**src/rtl/dmem_arb_pkg.sv**
```systemverilog
// Shared types and widths for the data-memory port arbiter.
package dmem_arb_pkg;

   localparam int unsigned STALL_CNT_W = 16;

   typedef enum logic {
      D_IDLE = 1'b0,
      D_ACK  = 1'b1
   } dbg_state_t;

   typedef enum logic [1:0] {
      G_NONE = 2'd0,
      G_CORE = 2'd1,
      G_DBG  = 2'd2
   } grant_t;

endpackage

```
**src/rtl/dmem_arbiter.sv**
```systemverilog
// Shares the data-memory port between the MEM stage and the debug/loader
// port. The core normally wins. Debug wins when the core is idle, when the
// core is halted, or once debug has lost MAX_WAIT consecutive cycles.
module dmem_arbiter
   import dmem_arb_pkg::*;
#(
   parameter int unsigned ADDR_W   = 9,
   parameter int unsigned DATA_W   = 32,
   parameter int unsigned MAX_WAIT = 4
) (
   input  logic                   clk,
   input  logic                   reset,
   input  logic                   halted,
   input  logic                   core_rd,
   input  logic                   core_wr,
   input  logic [ADDR_W-1:0]      core_addr,
   input  logic [DATA_W-1:0]      core_wr_data,
   output logic [DATA_W-1:0]      core_rd_data,
   output logic                   core_stall,
   input  logic                   dbg_req,
   input  logic                   dbg_we,
   input  logic [ADDR_W-1:0]      dbg_addr,
   input  logic [DATA_W-1:0]      dbg_wr_data,
   output logic                   dbg_ack,
   output logic [DATA_W-1:0]      dbg_rd_data,
   output logic                   mem_rd,
   output logic                   mem_wr,
   output logic [ADDR_W-1:0]      mem_addr,
   output logic [DATA_W-1:0]      mem_wr_data,
   input  logic [DATA_W-1:0]      mem_rd_data,
   output logic [STALL_CNT_W-1:0] stall_cycles
);

   localparam int unsigned WAIT_W = $clog2(MAX_WAIT + 1);

   dbg_state_t              state_q, state_d;
   grant_t                  grant;
   logic [WAIT_W-1:0]       wait_cnt, wait_d;
   logic [STALL_CNT_W-1:0]  stall_d;
   logic                    ack_d;
   logic [DATA_W-1:0]       rd_data_d;
   logic                    core_req;
   logic                    dbg_pend;

   assign core_req = core_rd | core_wr;
   assign dbg_pend = dbg_req & (state_q == D_IDLE);

   // Grant decision, port muxing, FSM next state and counter updates
   always_comb begin
      grant        = G_NONE;
      mem_rd       = 1'b0;
      mem_wr       = 1'b0;
      mem_addr     = '0;
      mem_wr_data  = '0;
      core_rd_data = '0;
      core_stall   = 1'b0;
      state_d      = state_q;
      wait_d       = wait_cnt;
      stall_d      = stall_cycles;
      ack_d        = 1'b0;
      rd_data_d    = dbg_rd_data;

      if (dbg_pend && (halted || !core_req || wait_cnt == WAIT_W'(MAX_WAIT)))
         grant = G_DBG;
      else if (core_req)
         grant = G_CORE;

      case (grant)
         G_CORE: begin
            // a simultaneous read and write is treated as a write
            mem_wr       = core_wr;
            mem_rd       = core_rd & ~core_wr;
            mem_addr     = core_addr;
            mem_wr_data  = core_wr_data;
            core_rd_data = mem_rd_data;
         end
         G_DBG: begin
            mem_wr      = dbg_we;
            mem_rd      = ~dbg_we;
            mem_addr    = dbg_addr;
            mem_wr_data = dbg_wr_data;
         end
         default: ;
      endcase

      core_stall = core_req & (grant == G_DBG) & ~halted;

      // keep the memory and pipeline quiet while reset is held
      if (!reset) begin
         mem_rd     = 1'b0;
         mem_wr     = 1'b0;
         core_stall = 1'b0;
      end

      case (state_q)
         D_IDLE: begin
            if (grant == G_DBG) begin
               state_d = D_ACK;
               ack_d   = 1'b1;
               if (!dbg_we)
                  rd_data_d = mem_rd_data;
            end
         end
         D_ACK:   state_d = D_IDLE;
         default: state_d = D_IDLE;
      endcase

      if (!dbg_req || grant == G_DBG)
         wait_d = '0;
      else if (dbg_pend && grant == G_CORE && wait_cnt != WAIT_W'(MAX_WAIT))
         wait_d = wait_cnt + WAIT_W'(1);

      if (core_stall && stall_cycles != '1)
         stall_d = stall_cycles + STALL_CNT_W'(1);
   end

   // State, ack, debug read data and counters
   always_ff @(posedge clk or negedge reset) begin
      if (!reset) begin
         state_q      <= D_IDLE;
         dbg_ack      <= 1'b0;
         dbg_rd_data  <= '0;
         wait_cnt     <= '0;
         stall_cycles <= '0;
      end else begin
         state_q      <= state_d;
         dbg_ack      <= ack_d;
         dbg_rd_data  <= rd_data_d;
         wait_cnt     <= wait_d;
         stall_cycles <= stall_d;
      end
   end

endmodule

```
**config.mk**
```make
export PLATFORM = sky130hd
export DESIGN_NAME = dmem_arbiter
export DESIGN_NICKNAME = d
export VERILOG_FILES = /design/src/rtl/dmem_arb_pkg.sv /design/src/rtl/dmem_arbiter.sv
export SDC_FILE = /design/constraint.sdc
export NUM_CORES = 1
export LEC_CHECK = 0
export ABC_AREA = 1
export ABC_CLOCK_PERIOD_IN_PS = 1430
export BUFFER_PORTS_ARGS = -buffer_cell sky130_fd_sc_hd__clkbuf_2
export CAP_MARGIN = 30
export CORE_ASPECT_RATIO = 1.1
export CORE_UTILIZATION = 38
export CTS_CLUSTER_SIZE = 8
export DETAILED_ROUTE_END_ITERATION = 10
export GPL_TIMING_DRIVEN = 0
export HOLD_SLACK_MARGIN = 0.03
export PLACE_DENSITY_LB_ADDON = 0.08
export SLEW_MARGIN = 0
export SYNTH_ARGS = -nofsm -noshare
export SYNTH_HDL_FRONTEND = slang
export SYNTH_SLANG_ARGS = --single-unit
```
**constraint.sdc**
```tcl
create_clock -name clk -period 1.43 [get_ports clk]
set_input_delay 0.2145 -clock clk [delete_from_list [all_inputs] [get_ports clk]]
set_output_delay 0.2145 -clock clk [all_outputs]
set_load 0.03 [all_outputs]
```
Word level (Yosys, flattened, before mapping)
Index checks and enable logic that the tools add are counted.
{"block": "totals", "register_bits": 53, "inputBits": 121, "output_inout_bits": 125, "word_cells": 47}
{"block": "classes", "addsub": 2, "n_eq_ne": 5, "muxes": 15, "n_bitwise": 9, "reduce_logical": 11}
{"op": "32-bit one-hot mux with 2 select lines", "count": 1}
{"op": "32-bit 2-to-1 mux", "count": 1}
{"op": "9-bit one-hot mux with 2 select lines", "count": 1}
{"op": "16-bit by 1-bit adder with 16-bit output (second input constant)", "count": 1}
{"op": "16-bit != test (second input constant)", "count": 1}
{"op": "1-bit 2-to-1 mux", "count": 6}
{"op": "3-bit 2-to-1 mux", "count": 2}
{"op": "1-bit one-hot mux with 2 select lines", "count": 3}
{"op": "1-bit bitwise AND", "count": 4}
{"op": "1-bit logical AND", "count": 4}
{"op": "1-bit NOT", "count": 4}
{"op": "3-bit by 1-bit adder with 3-bit output (second input constant)", "count": 1}
{"op": "3-bit == test (second input constant)", "count": 1}
{"op": "1-bit logical OR", "count": 3}
{"op": "3-bit != test (second input constant)", "count": 1}
{"op": "3-bit AND reduction", "count": 1}
{"op": "2-bit by 1-bit == test with 1-bit output (second input constant)", "count": 1}
{"op": "2-bit == test (second input constant)", "count": 1}
{"op": "1-bit logical NOT", "count": 2}
{"op": "2-bit 2-to-1 mux", "count": 1}
{"op": "2-bit nonzero test", "count": 1}
{"op": "1-bit bitwise OR", "count": 1}

Longest topological paths before layout
{"block": "logic_depth", "ltp_word": 11, "depth_mapped": 11, "depth_no_buf": 9}

Worst setup path before layout
Ideal clock, no wire load.
{"block": "synth_timing", "kind": "register -> output", "from": "register wait_cnt[0]", "to": "output port mem_rd", "t_arrival_ns": 1.671, "required_ns": 1.216, "setup_slack_ns": -0.456, "path_stages_with_launch": 10, "n_path_buf": 1, "cell_sequence": "dfrtp_1 inv_1 ha_1 nand2_1 nand3_2 nand2_4 inv_4 nand2_4 clkbuf_2 a21oi_1"}
{"block": "synth_between", "elab_chain_cells": 7, "elab_cells_between_ends": 8, "classes_between": "eq/ne: 3; mux: 3; reduce/logical: 2"}
{"element": "start, declared", "line": "dmem_arbiter.sv:38", "rtl": "logic [WAIT_W-1:0] wait_cnt, wait_d;"}
{"element": "start signal, assigned", "line": "dmem_arbiter.sv:129", "rtl": "wait_cnt <= wait_d;"}
{"element": "3-bit == test *", "line": "dmem_arbiter.sv:63", "rtl": "if (dbg_pend && (halted || !core_req || wait_cnt == WAIT_W'(MAX_WAIT)))"}
{"element": "1-bit logical OR *", "line": "dmem_arbiter.sv:63"}
{"element": "1-bit logical AND *", "line": "dmem_arbiter.sv:63"}
{"element": "2-bit 2-to-1 mux *", "line": "dmem_arbiter.sv:63"}
{"element": "2-bit == test / 2-bit by 1-bit == test with 1-bit output (equally long branches)", "line": "dmem_arbiter.sv:68", "rtl": "case (grant)"}
{"element": "1-bit one-hot mux with 2 select lines *", "line": "dmem_arbiter.sv:68"}
{"element": "1-bit 2-to-1 mux *", "line": "dmem_arbiter.sv:89", "rtl": "if (!reset) begin"}
{"element": "end, declared", "line": "dmem_arbiter.sv:26", "rtl": "output logic mem_rd,"}
Every way passes the cells marked *; elsewhere a longest branch is shown, timed or not.

Worst setup path in the final report
{"block": "layout_timing", "from": "register wait_cnt[1]", "to": "output port core_rd_data[9]"}
{"block": "layout_between", "elab_chain_cells": 6}
{"element": "3-bit == test", "line": "dmem_arbiter.sv:63"}
{"element": "1-bit logical OR", "line": "dmem_arbiter.sv:63"}
{"element": "1-bit logical AND", "line": "dmem_arbiter.sv:63"}
{"element": "2-bit 2-to-1 mux", "line": "dmem_arbiter.sv:63"}
{"element": "2-bit by 1-bit == test with 1-bit output", "line": "dmem_arbiter.sv:68"}
{"element": "32-bit 2-to-1 mux", "line": "dmem_arbiter.sv:68"}
{"element": "end, declared", "line": "dmem_arbiter.sv:18", "rtl": "output logic [DATA_W-1:0] core_rd_data,"}
Every way passes these cells.

==> impl_summary.md <==
Outcome
The flow ran to the end, but the final reports show violations. The final reports fail on hold timing, setup timing.

Synthesis
The number of cells produced by synthesis is 499. The netlist area before placement is 0.00343 mm2. The mean instance size in the synthesized netlist is 6.87 um2. The biggest area consumer among synthesized cells is sky130_fd_sc_hd__dfrtp_1. For this run, the register share of the synthesized area comes to 0.380. Synthesis inferred 52 register bits.

The number of enable flip-flop cells after synthesis is 0. The synthesized-area fraction occupied by ao, oa, aoi and oai cells is 0.0953. The netlist uses 26 different library cells. Of the total synthesized cell area, the portion taken by full adders, half adders and majority gates is 0.0109. The number of nets in the synthesized netlist is 623.

The area share of and/or/nand/nor cells after synthesis is 0.386. During synthesis, Yosys emitted a total of 0 warnings. After synthesis, the largest family of logic cells by area is simple AND/OR/NAND/NOR gates. The share of synthesized area in the top cell type comes to 0.380. The most used flip-flop cell after synthesis is sky130_fd_sc_hd__dfrtp_1. The portion of netlist area occupied by mux cells is 0. The share of synthesized flip-flops with an asynchronous set or reset is 1.00.

The post-synthesis xor/xnor area fraction is 0.0153. By area the synthesized netlist is led by sky130_fd_sc_hd__dfrtp_1 38%, sky130_fd_sc_hd__nand2_1 19%, sky130_fd_sc_hd__nand3_1 7.4%, sky130_fd_sc_hd__o21ai_2 6.9%, sky130_fd_sc_hd__inv_1 5.9%.

Setup path
The most numerous cell type found on the critical path is sky130_fd_sc_hd__nand2_8. The worst path arrival time is 1.80 ns. In this run the critical register-to-register path is launched from wait_cnt[0]$_DFFE_PN0P_. The endpoint kind of the worst setup timing path is a primary output. The worst register-to-register path has a setup slack of -0.43 ns. For the worst setup path, the data required time is 1.22 ns.

Along the worst path, the maximum fanout reaches 8. The critical path ends at core_rd_data[9]. The worst register-to-register path ends at dbg_rd_data[18]$_DFFE_PN0P_. The type of element launching the critical path is a flip-flop.

The signal on the critical path passes through inv_1 -> ha_2 -> nand2_4 -> nand3_4 -> nand2_8 -> nand2_8 -> clkbuf_16 -> nor2_4 -> buf_6. In this run the worst setup path begins at wait_cnt[1]$_DFFE_PN0P_. The classification of the worst setup path is flip-flop to primary output. The largest stage delay on the critical path is 0.35 ns.

The depth of the most critical reg-to-reg path is 13. The slowest stage of the critical path is the sky130_fd_sc_hd__dfrtp_1 cell.

Timing
The slack of the critical path is -0.580 ns. For the pin with the worst max-slew slack, the measured transition is 0.640 ns. The tightest slew margin relative to the limit is 0.574. The final critical delay including setup and external delays is 2.01 ns. The hold violation count in the final report is 40. The maximum operating frequency is 498 MHz. Dividing the final minimum period by the clock period gives 1.41. Between clock sinks in the finished design, the worst skew comes to 0.00999 ns.

The max-slew violation total from the final report is 0. The final-layout worst hold slack is -0.0569 ns. Setup violations remaining at the end of the flow were counted as 126. Setup repair after global routing could not meet its margin everywhere.

Cells and area
The net count of the finished layout is 902. Excluding fillers, the count of instances in the completed layout stands at 889. The sequential cells in the finished layout cover a total of 0.00131 mm2. The total of fill cells in the finished design is 669. The area growth from synthesis to layout is 89.0%.

The area of the multi-input gates is 0.00235 mm2. 0 antenna diodes ended up in the layout. The fraction of layout cells with a size suffix above 1 is 0.605.

Clock tree
The H-tree depth reported by CTS is 2. The clock passes through at most 2 buffers. The number of hold buffers added after CTS was 1. The clock sink count is 52. The clock root buffer is sky130_fd_sc_hd__clkbuf_8.

The clock reaches the later pin of the worst-skew pair after 0.30 ns. The clock transition time at the flip-flop clock pins of the worst setup and hold paths is 0.08 ns. In this run, CTS created clock tree buffers numbering 5. The TritonCTS clock tree is yes.

Drt
For this run, design rule violations remaining after detail routing come to 0. The first detailed-routing pass ran for 5 iterations. The mean number of vias per cell is 4.82. The post-route antenna net violation count is 0. The detailed router finished its first iteration with 128 violations. Detailed routing inserted a total of 4289 vias. The detail-routed net length per standard cell is 14.5 um.

The final routed wirelength across all metal layers is 12900 um.

Hold path
The type of the tightest min-delay check is input pin to async pin.

Placed design
The congestion estimate from routability-driven global placement came to 0.820. The worst slack after detailed placement is -0.481 ns. The total instance count after detailed placement is 855.

The HPWL reported at the end of detailed placement is 8880 um. Input and output buffers added on the ports amount to 245.

Floorplan
246 I/O pins were placed. The total number of placement rows is 35. The effective utilization at floorplan is 0.399.

The width of the die is 92.6 um. The area of the core is 0.00858 mm2. The die is 102 um tall. The area enclosed by the die boundary is 0.00941 mm2.

Pwr
The fraction of power consumed by combinational cells is 0.492. The internal cell power is 0.00325 W. The sequential power share is 0.330. The worst voltage drop across the vdd grid is 0.441 mV. The clock group share of total power is 0.179. Power spread over the standard cell area amounts to 850 mW/mm2.

In this run the power spent charging and discharging nets is 0.00226 W. The analysis attributes to cell leakage a power of 3.50 nW. The fraction of power spent switching nets is 0.410.

Global routing
In the global route stage, overall resource usage came out at 0.251. Global routing finished with a remaining overflow of 0. The initial antenna violation count was 0. The maximum number of pins on one net before global-route repair is 46.

The first global-routing pass estimated 18800 um of wire. The via count of the first global-routing pass is 4002.

Run
The max-capacitance violation count is 0.
-- worst max-delay path: cells and delay by family, from the launching register on --
family / cells / cell delay (ns)
simple gates: 5 / 0.56
fa+ha+maj: 1 / 0.20
buf+inv: 3 / 0.39
flops: 1 / 0.35
-- registers in the layout, summed over array words and instances (netlist names) --
name and count:
dbg_rd_data 32, stall_cycles 16, dbg_ack 1, wait_cnt 3
-- layout make-up --
class	count	area share
Multi-Input combinational cell	365	0.363
Timing Repair Buffer	272	0.319
Sequential cell	52	0.202
Buffer	23	0.0427
Inverter	59	0.0365
Tap cell	111	0.0214
Clock buffer	6	0.0112
Clock inverter	1	0.00463
-- Yosys cell counts, types with 3 or more instances --
master / instances
sky130_fd_sc_hd__inv_1: 54
sky130_fd_sc_hd__o21ai_2: 27
sky130_fd_sc_hd__o21ai_0: 5
sky130_fd_sc_hd__a21oi_1: 3
sky130_fd_sc_hd__inv_2: 4
sky130_fd_sc_hd__buf_6: 6
sky130_fd_sc_hd__nand3_1: 51
sky130_fd_sc_hd__dfrtp_1: 52
sky130_fd_sc_hd__o21ai_1: 10
sky130_fd_sc_hd__ha_1: 3
sky130_fd_sc_hd__nor2_2: 3
sky130_fd_sc_hd__clkbuf_1: 4
sky130_fd_sc_hd__xor2_1: 6
sky130_fd_sc_hd__nand2_2: 13
sky130_fd_sc_hd__buf_2: 12
sky130_fd_sc_hd__nand4_1: 6
sky130_fd_sc_hd__nor2_1: 54
sky130_fd_sc_hd__nand2_4: 3
sky130_fd_sc_hd__nand2_1: 175
-- timing repair --
item                                    in CTS  in global routing
resized for setup                          167                129
pin swaps                                    6                 13
endpoints found under the setup margin     123                138
buffers inserted                            12                  7
cloned                                       7                  4
hold endpoints to repair                    12                 40
-- power groups by stage --
stage | Combinational (W) | Clock (W) | Sequential (W)
after detailed placement | 0.00220 | 0 | 0.00180
final | 0.00271 | 0.000985 | 0.00181
after floorplan | 0.00112 | 0 | 0.00216
after global routing | 0.00286 | 0.00107 | 0.00184
after CTS | 0.00253 | 0.00101 | 0.00181
after global placement | 0.00217 | 0 | 0.00178
-- placed cells by master (no fill, tap or decap), types with 6 or more instances in the layout --
cell / instances
sky130_fd_sc_hd__nand4_1: 6
sky130_fd_sc_hd__nand2_4: 17
sky130_fd_sc_hd__dfrtp_1: 47
sky130_fd_sc_hd__buf_12: 6
sky130_fd_sc_hd__buf_6: 43
sky130_fd_sc_hd__nor2_4: 36
sky130_fd_sc_hd__clkbuf_2: 168
sky130_fd_sc_hd__buf_8: 10
sky130_fd_sc_hd__clkbuf_8: 21
sky130_fd_sc_hd__nand2_2: 74
sky130_fd_sc_hd__nor2_1: 21
sky130_fd_sc_hd__nand3_1: 51
sky130_fd_sc_hd__o21ai_2: 28
sky130_fd_sc_hd__buf_4: 35
sky130_fd_sc_hd__inv_1: 53
sky130_fd_sc_hd__nand2_1: 98
sky130_fd_sc_hd__o21ai_1: 11
sky130_fd_sc_hd__xor2_1: 6
-- worst min path at each step --
stage | cells past startpoint | slack, ns | startpoint | endpoint
global placement | 2 | 0.47 | dbg_rd_data[18]$_DFFE_PN0P_ | dbg_rd_data[18]$_DFFE_PN0P_
global route | 1 | -0.02 | reset | stall_cycles[1]$_DFFE_PN0P_
detailed placement | 1 | 0.36 | reset | stall_cycles[6]$_DFFE_PN0P_
CTS | 1 | -0.03 | reset | stall_cycles[13]$_DFFE_PN0P_
floorplan | 0 | -0.08 | reset | dbg_ack$_DFF_PN0_
finish | 1 | -0.06 | reset | stall_cycles[1]$_DFFE_PN0P_
-- per-layer routing --
| metal | routed length [um] | vias to the layer above | global-route usage |
|---|---|---|---|
| met1 | 4810 | 1998 | 0.288 |
| li1 | - | 2107 | - |
| met4 | 249 | 0 | 0.0781 |
| met3 | 663 | 24 | 0.0375 |
| met2 | 7140 | 160 | 0.476 |
| met5 | 0 | - | 0 |
-- metrics by stage --
| step | total power (W) | hold WS [ns] | cell area (um2) | utilization | TNS, ns |
|---|---|---|---|---|---|
| 2_1_floorplan | 0.00328 | -0.0811 | 3870 | - | -10.86 |
| 3_3_place_gp | 0.00396 | 0.466 | 5240 | 0.610 | -49.53 |
| 3_5_place_dp | 0.00400 | 0.361 | 5240 | 0.610 | -41.48 |
| 4_1_cts | 0.00535 | -0.0326 | 6150 | 0.717 | -54.86 |
| 5_1_grt | 0.00577 | -0.0156 | 6480 | 0.755 | -69.38 |
| 6_report | 0.00551 | -0.0569 | 6480 | 0.755 | -57.62 |
-- cells by family after synthesis --
logic type      count (synthesis)
simple gates                  310
fa+ha+maj                       3
xor+xnor                        6
compound gates                 45
flops                          52
buf+inv                        83
Power figures use the tool's default switching activity.
